--- src/rtl/int2flt_seq.sv ---
// Memory-mapped integer-to-half-float sequencer: fetches a sign+magnitude operand,
// normalises one bit per clock, rounds to nearest-even and writes the half back.
//
// state   | meaning
// --------+---------------------------------------------------------------
// IDLE    | waiting for a start request, no job has completed
// RD_HI   | operand high byte on the bus, latch sign and mag[14:8]
// RD_LO   | operand low byte on the bus, latch mag[7:0], zero shortcut
// NORM    | shift magnitude left until bit 14 is set, one bit per clock
// ROUND   | round-to-nearest-even on the normalised magnitude
// WR_HI   | result high byte {sign, exp, mant[9:8]} on the write port
// WR_LO   | result low byte mant[7:0] on the write port
// DONE    | result in memory, done held until the next accepted start
module int2flt_seq #(
    parameter int ADDR_W   = 8,
    parameter int SRC_ADDR = 0,
    parameter int DST_ADDR = 2
) (
    input  logic              clk,
    input  logic              reset,
    input  logic              req,
    output logic              done,
    output logic              busy,
    output logic [ADDR_W-1:0] mem_addr,
    input  logic [7:0]        mem_rd_data,
    output logic              mem_wr_en,
    output logic [7:0]        mem_wr_data
);

    typedef enum logic [2:0] {
        S_IDLE,
        S_RD_HI,
        S_RD_LO,
        S_NORM,
        S_ROUND,
        S_WR_HI,
        S_WR_LO,
        S_DONE
    } state_t;

    localparam logic [ADDR_W-1:0] SRC_HI = ADDR_W'(SRC_ADDR);
    localparam logic [ADDR_W-1:0] SRC_LO = ADDR_W'(SRC_ADDR + 1);
    localparam logic [ADDR_W-1:0] DST_HI = ADDR_W'(DST_ADDR);
    localparam logic [ADDR_W-1:0] DST_LO = ADDR_W'(DST_ADDR + 1);
    localparam logic [4:0]        EXP_INIT = 5'd29;

    state_t      state;
    logic        req_q;
    logic        sign;
    logic [14:0] mag;
    logic [4:0]  exp;
    logic [9:0]  mant;

    logic        start;
    logic        round_up;
    logic [10:0] mant_sum;
    logic        carry;
    logic [4:0]  exp_rnd;
    logic [9:0]  mant_rnd;
    logic [14:0] mag_full;

    assign start = req & ~req_q;

    // Bit 14 is always set in ROUND, so the significand overflows to 2048
    // exactly when the 10 fraction bits overflow.
    assign round_up = mag[3] & (mag[4] | (|mag[2:0]));
    assign mant_sum = {1'b0, mag[13:4]} + {10'd0, round_up};
    assign carry    = mant_sum[10];
    assign mant_rnd = mant_sum[9:0];
    assign exp_rnd  = carry ? exp + 5'd1 : exp;

    assign mag_full = {mag[14:8], mem_rd_data};

    always_ff @(posedge clk or posedge reset) begin
        if (reset) begin
            state       <= S_IDLE;
            req_q       <= 1'b0;
            done        <= 1'b0;
            busy        <= 1'b0;
            mem_addr    <= '0;
            mem_wr_en   <= 1'b0;
            mem_wr_data <= 8'd0;
            sign        <= 1'b0;
            mag         <= 15'd0;
            exp         <= 5'd0;
            mant        <= 10'd0;
        end else begin
            req_q       <= req;
            mem_addr    <= '0;
            mem_wr_en   <= 1'b0;
            mem_wr_data <= 8'd0;

            case (state)
                S_IDLE, S_DONE: begin
                    if (start) begin
                        state    <= S_RD_HI;
                        busy     <= 1'b1;
                        done     <= 1'b0;
                        mem_addr <= SRC_HI;
                    end
                end

                S_RD_HI: begin
                    sign      <= mem_rd_data[7];
                    mag[14:8] <= mem_rd_data[6:0];
                    state     <= S_RD_LO;
                    mem_addr  <= SRC_LO;
                end

                S_RD_LO: begin
                    mag[7:0] <= mem_rd_data;
                    if (mag_full == 15'd0) begin
                        exp         <= 5'd0;
                        mant        <= 10'd0;
                        state       <= S_WR_HI;
                        mem_addr    <= DST_HI;
                        mem_wr_en   <= 1'b1;
                        mem_wr_data <= {sign, 7'd0};
                    end else begin
                        exp   <= EXP_INIT;
                        state <= S_NORM;
                    end
                end

                S_NORM: begin
                    if (!mag[14]) begin
                        mag <= {mag[13:0], 1'b0};
                        exp <= exp - 5'd1;
                    end else begin
                        state <= S_ROUND;
                    end
                end

                S_ROUND: begin
                    exp         <= exp_rnd;
                    mant        <= mant_rnd;
                    state       <= S_WR_HI;
                    mem_addr    <= DST_HI;
                    mem_wr_en   <= 1'b1;
                    mem_wr_data <= {sign, exp_rnd, mant_rnd[9:8]};
                end

                S_WR_HI: begin
                    state       <= S_WR_LO;
                    mem_addr    <= DST_LO;
                    mem_wr_en   <= 1'b1;
                    mem_wr_data <= mant[7:0];
                end

                S_WR_LO: begin
                    state <= S_DONE;
                    busy  <= 1'b0;
                    done  <= 1'b1;
                end

                default: begin
                    state <= S_IDLE;
                    busy  <= 1'b0;
                    done  <= 1'b0;
                end
            endcase
        end
    end

endmodule

--- config.mk ---
export PLATFORM = sky130hd
export DESIGN_NAME = int2flt_seq
export DESIGN_NICKNAME = d
export VERILOG_FILES = /design/src/rtl/int2flt_seq.sv
export SDC_FILE = /design/constraint.sdc
export NUM_CORES = 1
export LEC_CHECK = 0
export CORE_MARGIN = 1
export CORE_UTILIZATION = 25
export CTS_CLUSTER_DIAMETER = 60
export DETAILED_ROUTE_END_ITERATION = 8
export PLACE_DENSITY = 0.4
export SLEW_MARGIN = 20
export SYNTH_ARGS = -nofsm -noshare
export SYNTH_HDL_FRONTEND = slang
export SYNTH_SLANG_ARGS = --single-unit
--- constraint.sdc ---
create_clock -name clk -period 1.7 [get_ports clk]
set_clock_uncertainty 0.05 [all_clocks]
set_input_delay 0.34 -clock clk [delete_from_list [all_inputs] [get_ports clk]]
set_output_delay 0.34 -clock clk [all_outputs]
set_load 0.01 [all_outputs]
---- Yosys cells after proc, flatten, opt, wreduce, memory -nomap -nowiden ----
Index checks and enable logic that the tools add are counted.
operators by class
  add/subtract/negate cells ............... 3
  mux-type cells .......................... 23
  bitwise operators ....................... 4
  reduce and logical (&&, ||, !) cells .... 16
  equal/unequal tests ..................... 11
operator list
  operator             count
  $pmux 8 s2           2
  $pmux 8 s3           1
  $pmux 3 s7           1
  $mux 8               2
  $logic_not 15->1     1
  $mux 15              1
  $mux 5               3
  $pmux 5 s3           1
  $pmux 7 s2           1
  $eq 3x3->1 const B   4
  $reduce_and 2->1     6
  $add 10x1->11        1
  $mux 3               3
  $ne 2x2->1 const B   4
  $pmux 2 s4           1
  $reduce_bool 2->1    4
  $eq 3x2->1 const B   2
  $pmux 1 s2           3
  $add 5x1->5 const B  1
  $sub 5x1->5 const B  1
  $reduce_or 2->1      2
  $eq 3x1->1 const B   1
  $logic_not 3->1      1
  $mux 1               3
  other kinds (6)      7
storage, ports and cells
  output and inout bits ................... 19
  register bits after elaboration ......... 52
  word-level logic and storage cells ...... 70

---- Depth between registers and ports, before layout ----
  depth in word-level cells ............... 6
  depth in mapped cells ................... 7
  mapped depth without buffers ............ 7

---- Worst setup path before layout ----
Ideal clock, no wire load.
  path kind ............................... register -> register
  start ................................... register mag[3]
  end ..................................... register mem_wr_data[6]
  path slack .............................. -0.158 ns
  arrival time ............................ 1.687 ns
  clock period less this slack ............ 1.858 ns
  path buffers ............................ 0
  cell stages (with the launch flop) ...... 8
  required time ........................... 1.529 ns
  setup time .............................. 0.121 ns
  cells stage by stage .................... dfrtp_1 and2_1 ha_1 nand3_4 nor3_4 nand4_2 xnor2_2 a22o_1
between the ends
  longest elaborated chain between the ends .. 4
ends and longest elaborated chain
  what                    RTL line  RTL
  start, declared         50        logic [14:0] mag;
  start signal, assigned  111       mag[7:0] <= mem_rd_data;
  start signal, assigned  127       mag <= {mag[13:0], 1'b0};
  $and 1x1->1             66        assign round_up = mag[3] & (mag[4] | (|mag[2:0]));
  $add 10x1->11           67        assign mant_sum = {1'b0, mag[13:4]} + {10'd0, round_up};
  $mux 5                  70        assign exp_rnd = carry ? exp + 5'd1 : exp;
  $pmux 8 s3              93        case (state)
  end signal, assigned    118       mem_wr_data <= {sign, 7'd0};
  end signal, assigned    140       mem_wr_data <= {sign, exp_rnd, mant_rnd[9:8]};
  end signal, assigned    147       mem_wr_data <= mant[7:0];
  end, declared           27        output logic [7:0] mem_wr_data
No other way between the ends.
A chain may end at the register's enable or synchronous reset.

---- Final worst setup path ----
  start ................................... register mag[13]
  end ..................................... register mem_wr_data[6]
between the ends
  longest elaborated chain between the ends .. 3
ends and longest elaborated chain
  what                    RTL line  RTL
  start signal, assigned  105       mag[14:8] <= mem_rd_data[6:0];
  start signal, assigned  127
  $add 10x1->11           67
  $mux 5                  70
  $pmux 8 s3              93
No other way between the ends.

==> impl_results.md <==
* Total Routed Length at 7.03 mm
* Netlist cell types at 58
* Hold Path Class: in2async
* Shortest period the worst path allows at 1.69 ns
* Fmax at 0.593 GHz
* Via Count at 2196
* Largest area contributor in the netlist: dfrtp_1
* Share of cells above drive strength 1 at 0.263
* Number of detailed-route iterations in the first pass at 4
* Final setup fails at 0
* CTS tree: done
* Vias per inst at 4.69
* Clock Path Buffers at 2
* Site row count at 36
* Routed len/inst at 15.0 microns
* Clock transition at path regs at 0.10 ns
* Root Driver: clkbuf_8
* Fill cell count at 1026
* Routability cong. at 0.749
* TritonCTS buffer count at 5
* GRT Overall Usage at 0.146
* Pin count of the biggest net entering global routing at 47
* Clk_lat worst skew at 0.31 ns
* Area share of the largest cell type after synthesis at 0.456
* Port Buffers at 23
* Crit path kind: reg2reg
* Chip width at 102 microns
* Clock Sinks at 46
* Data arrival, critical path at 1.82 ns
* CP Launch Type: flip-flop
* Core ar. at 9770 sq um
* Post-DRT Antenna Nets at 0
* Crit-path leading delay family: simple AND/OR/NAND/NOR gates
* Mapped cell area at 2520 sq um
* Final slew viol count at 0
* Hold Vio Cnt, Final at 0
* Post-synthesis async set-or-reset flop share at 1.00
* Final Hold Slack at 0.337 ns
* Pwr Density at 1650 nW/um^2
* Initial Utilization at 0.258
* Die Span Y at 102 microns
* Status: completed
* Area growth syn-to-layout at 35.4%
* Max cap viols at 0
* Antenna violations before repair at 0
* Vias in the first global route at 2112
* First-pass GRT wire length at 11.4 mm
* Die area at 10500 sq um
* Slowest-stage cell, CP: dfrtp_2
* RSZ-0062 raised after global routing: true
* CP startpoint: mag[13]
* Most common cell in the synthesized netlist: dfrtp_1
* Reg2reg start: mag[13]
* Worst EP required at 1.84 ns
* Dominant cells by area after synthesis: dfrtp_1 46%, nand2_1 4.9%, a22o_1 3.1%
* Cells after synthesis at 267
* Hpwl dp at 5.19 mm
* Critical Path Fanout Max at 4
* H-Tree Depth at 2
* Critical Path End Type: flip-flop
* Yosys warning count at 0
* CP Buf/Inv Count at 0
* Syn Area/Cell at 9.46 sq um
* CP max stage delay at 0.44 ns
* I/O pin count at 30
* Worst reg-to-reg path cell count at 5
* CTS Hold Bufs at 0
* Seq cells post-synth at 46
* Drt first-iter violations at 152
* Prevailing post-synth register cell: dfrtp_1
* R2r setup slk at 0.01 ns
* Final-stage net count at 348
* Overall power at 5.65 mW
* Peak supply drop at 0.508 mV
* DRC at 0
* Overflow after GRT at 0
* Register area share after synthesis at 0.456
* Ant diodes at 0
* Number of synthesized flops with an enable pin at 0
* Number of cells on the critical path at 5
* Crit-path cells: nand4_1 -> nor3_4 -> nand4_2 -> xnor2_2 -> a22o_1
* CP endpoint: mem_wr_data[6]
* Final period utilization at 0.991
* Reg2reg end: mem_wr_data[6]
* Static leakage power at 1.55 nW
* Post-synth top cells: 46 x dfrtp_1, 33 x nand2_1, 15 x a21oi_1, 15 x nor2_1, 14 x o21ai_0
final cells by class:
| type | count | area (sq um) | area share |
|---|---|---|---|
| clock buffers | 7 | 86.3 | 0.0253 |
| well taps | 133 | 166 | 0.0487 |
| flip-flops and latches | 46 | 1160 | 0.338 |
| multi-input cells | 195 | 1300 | 0.381 |
| repair buffers | 78 | 673 | 0.197 |
| clock inverters | 1 | 5.00 | 0.00146 |
| inverters | 8 | 30.0 | 0.00878 |
placed cells by master, fill, tap and decap left out, drive strengths merged, types with 5 or more instances in the layout:
master and count:
a21oi 15, a22o 9, a32oi 6, buf 55
clkbuf 7, clkdlybuf4s50 19, conb 6, dfrtp 46
inv 7, nand2 33, nand2b 5, nand3 6
nand4 6, nor2 17, nor3 7, o21ai 17
o22ai 8, xnor2 7, xor2 5
worst reg2reg max path: cells and delay by family, from the launching register on:
family | cells | cell delay (ns)
AND/OR/NAND/NOR | 3 | 0.71
flip-flops | 1 | 0.44
AO/OA/AOI/OAI | 1 | 0.19
XOR/XNOR | 1 | 0.17
how the worst min path moves through the flow:
stage	to	depth (start not counted)	slack [ns]
6_report	mag[12]	3	0.34
3_3_place_gp	mem_wr_data[5]	2	0.43
4_1_cts	mag[13]	3	0.36
3_5_place_dp	mem_wr_data[5]	2	0.42
5_1_grt	mag[12]	3	0.38
2_1_floorplan	req_q	0	0.32
repair_timing:
item,4_1_cts,5_1_grt
buffers inserted,0,5
pin swaps,0,5
resized for setup,2,19
setup endpoints to repair,16,25
endpoints found under the hold margin,0,0
gates cloned,0,0
metal layers:
metal,wire (microns),track usage
met1,3440,0.203
met2,3110,0.224
met3,311,0.0271
met5,0,0
met4,164,0.0549
sequential cells by signal, summed over array words and instances (netlist names), 2 cells and up:
register,cells
mem_addr,2
mant,8
mem_wr_data,8
state,3
exp,5
mag,15
cells by family (layout without fill, tap and decap cells):
kind of cell	count (synthesis)	count (layout)	synth area share
AO/OA/AOI/OAI	78	78	0.209
adder cells (fa/ha/maj)	3	3	0.0149
multiplexers	4	4	0.0164
flip-flops	46	46	0.456
XOR/XNOR	12	12	0.0446
buffers and inverters	31	94	0.0595
AND/OR/NAND/NOR	92	92	0.199
other	1	6	0.00149
power by group:
group / switching [mW] / internal (mW) / total (mW)
clock: 0.388 / 0.329 / 0.717
combinational: 1.49 / 1.48 / 2.96
sequential: 0.405 / 1.56 / 1.96
stage by stage:
stage | cells | util | worst slack, ns | instance area [sq um] | setup TNS (ns)
CTS | 463 | 0.339 | -0.0000659 | 3310 | -0.0000659
floorplan | 272 | - | -0.0732 | 2550 | -0.219
global route | 468 | 0.350 | -0.0761 | 3420 | -0.356
finish | 468 | 0.350 | 0.0147 | 3420 | 0
detailed placement | 455 | 0.328 | -0.353 | 3210 | -4.74
global placement | 455 | 0.328 | -0.351 | 3210 | -4.85
No activity file was read; power rests on OpenSTA's default activity.
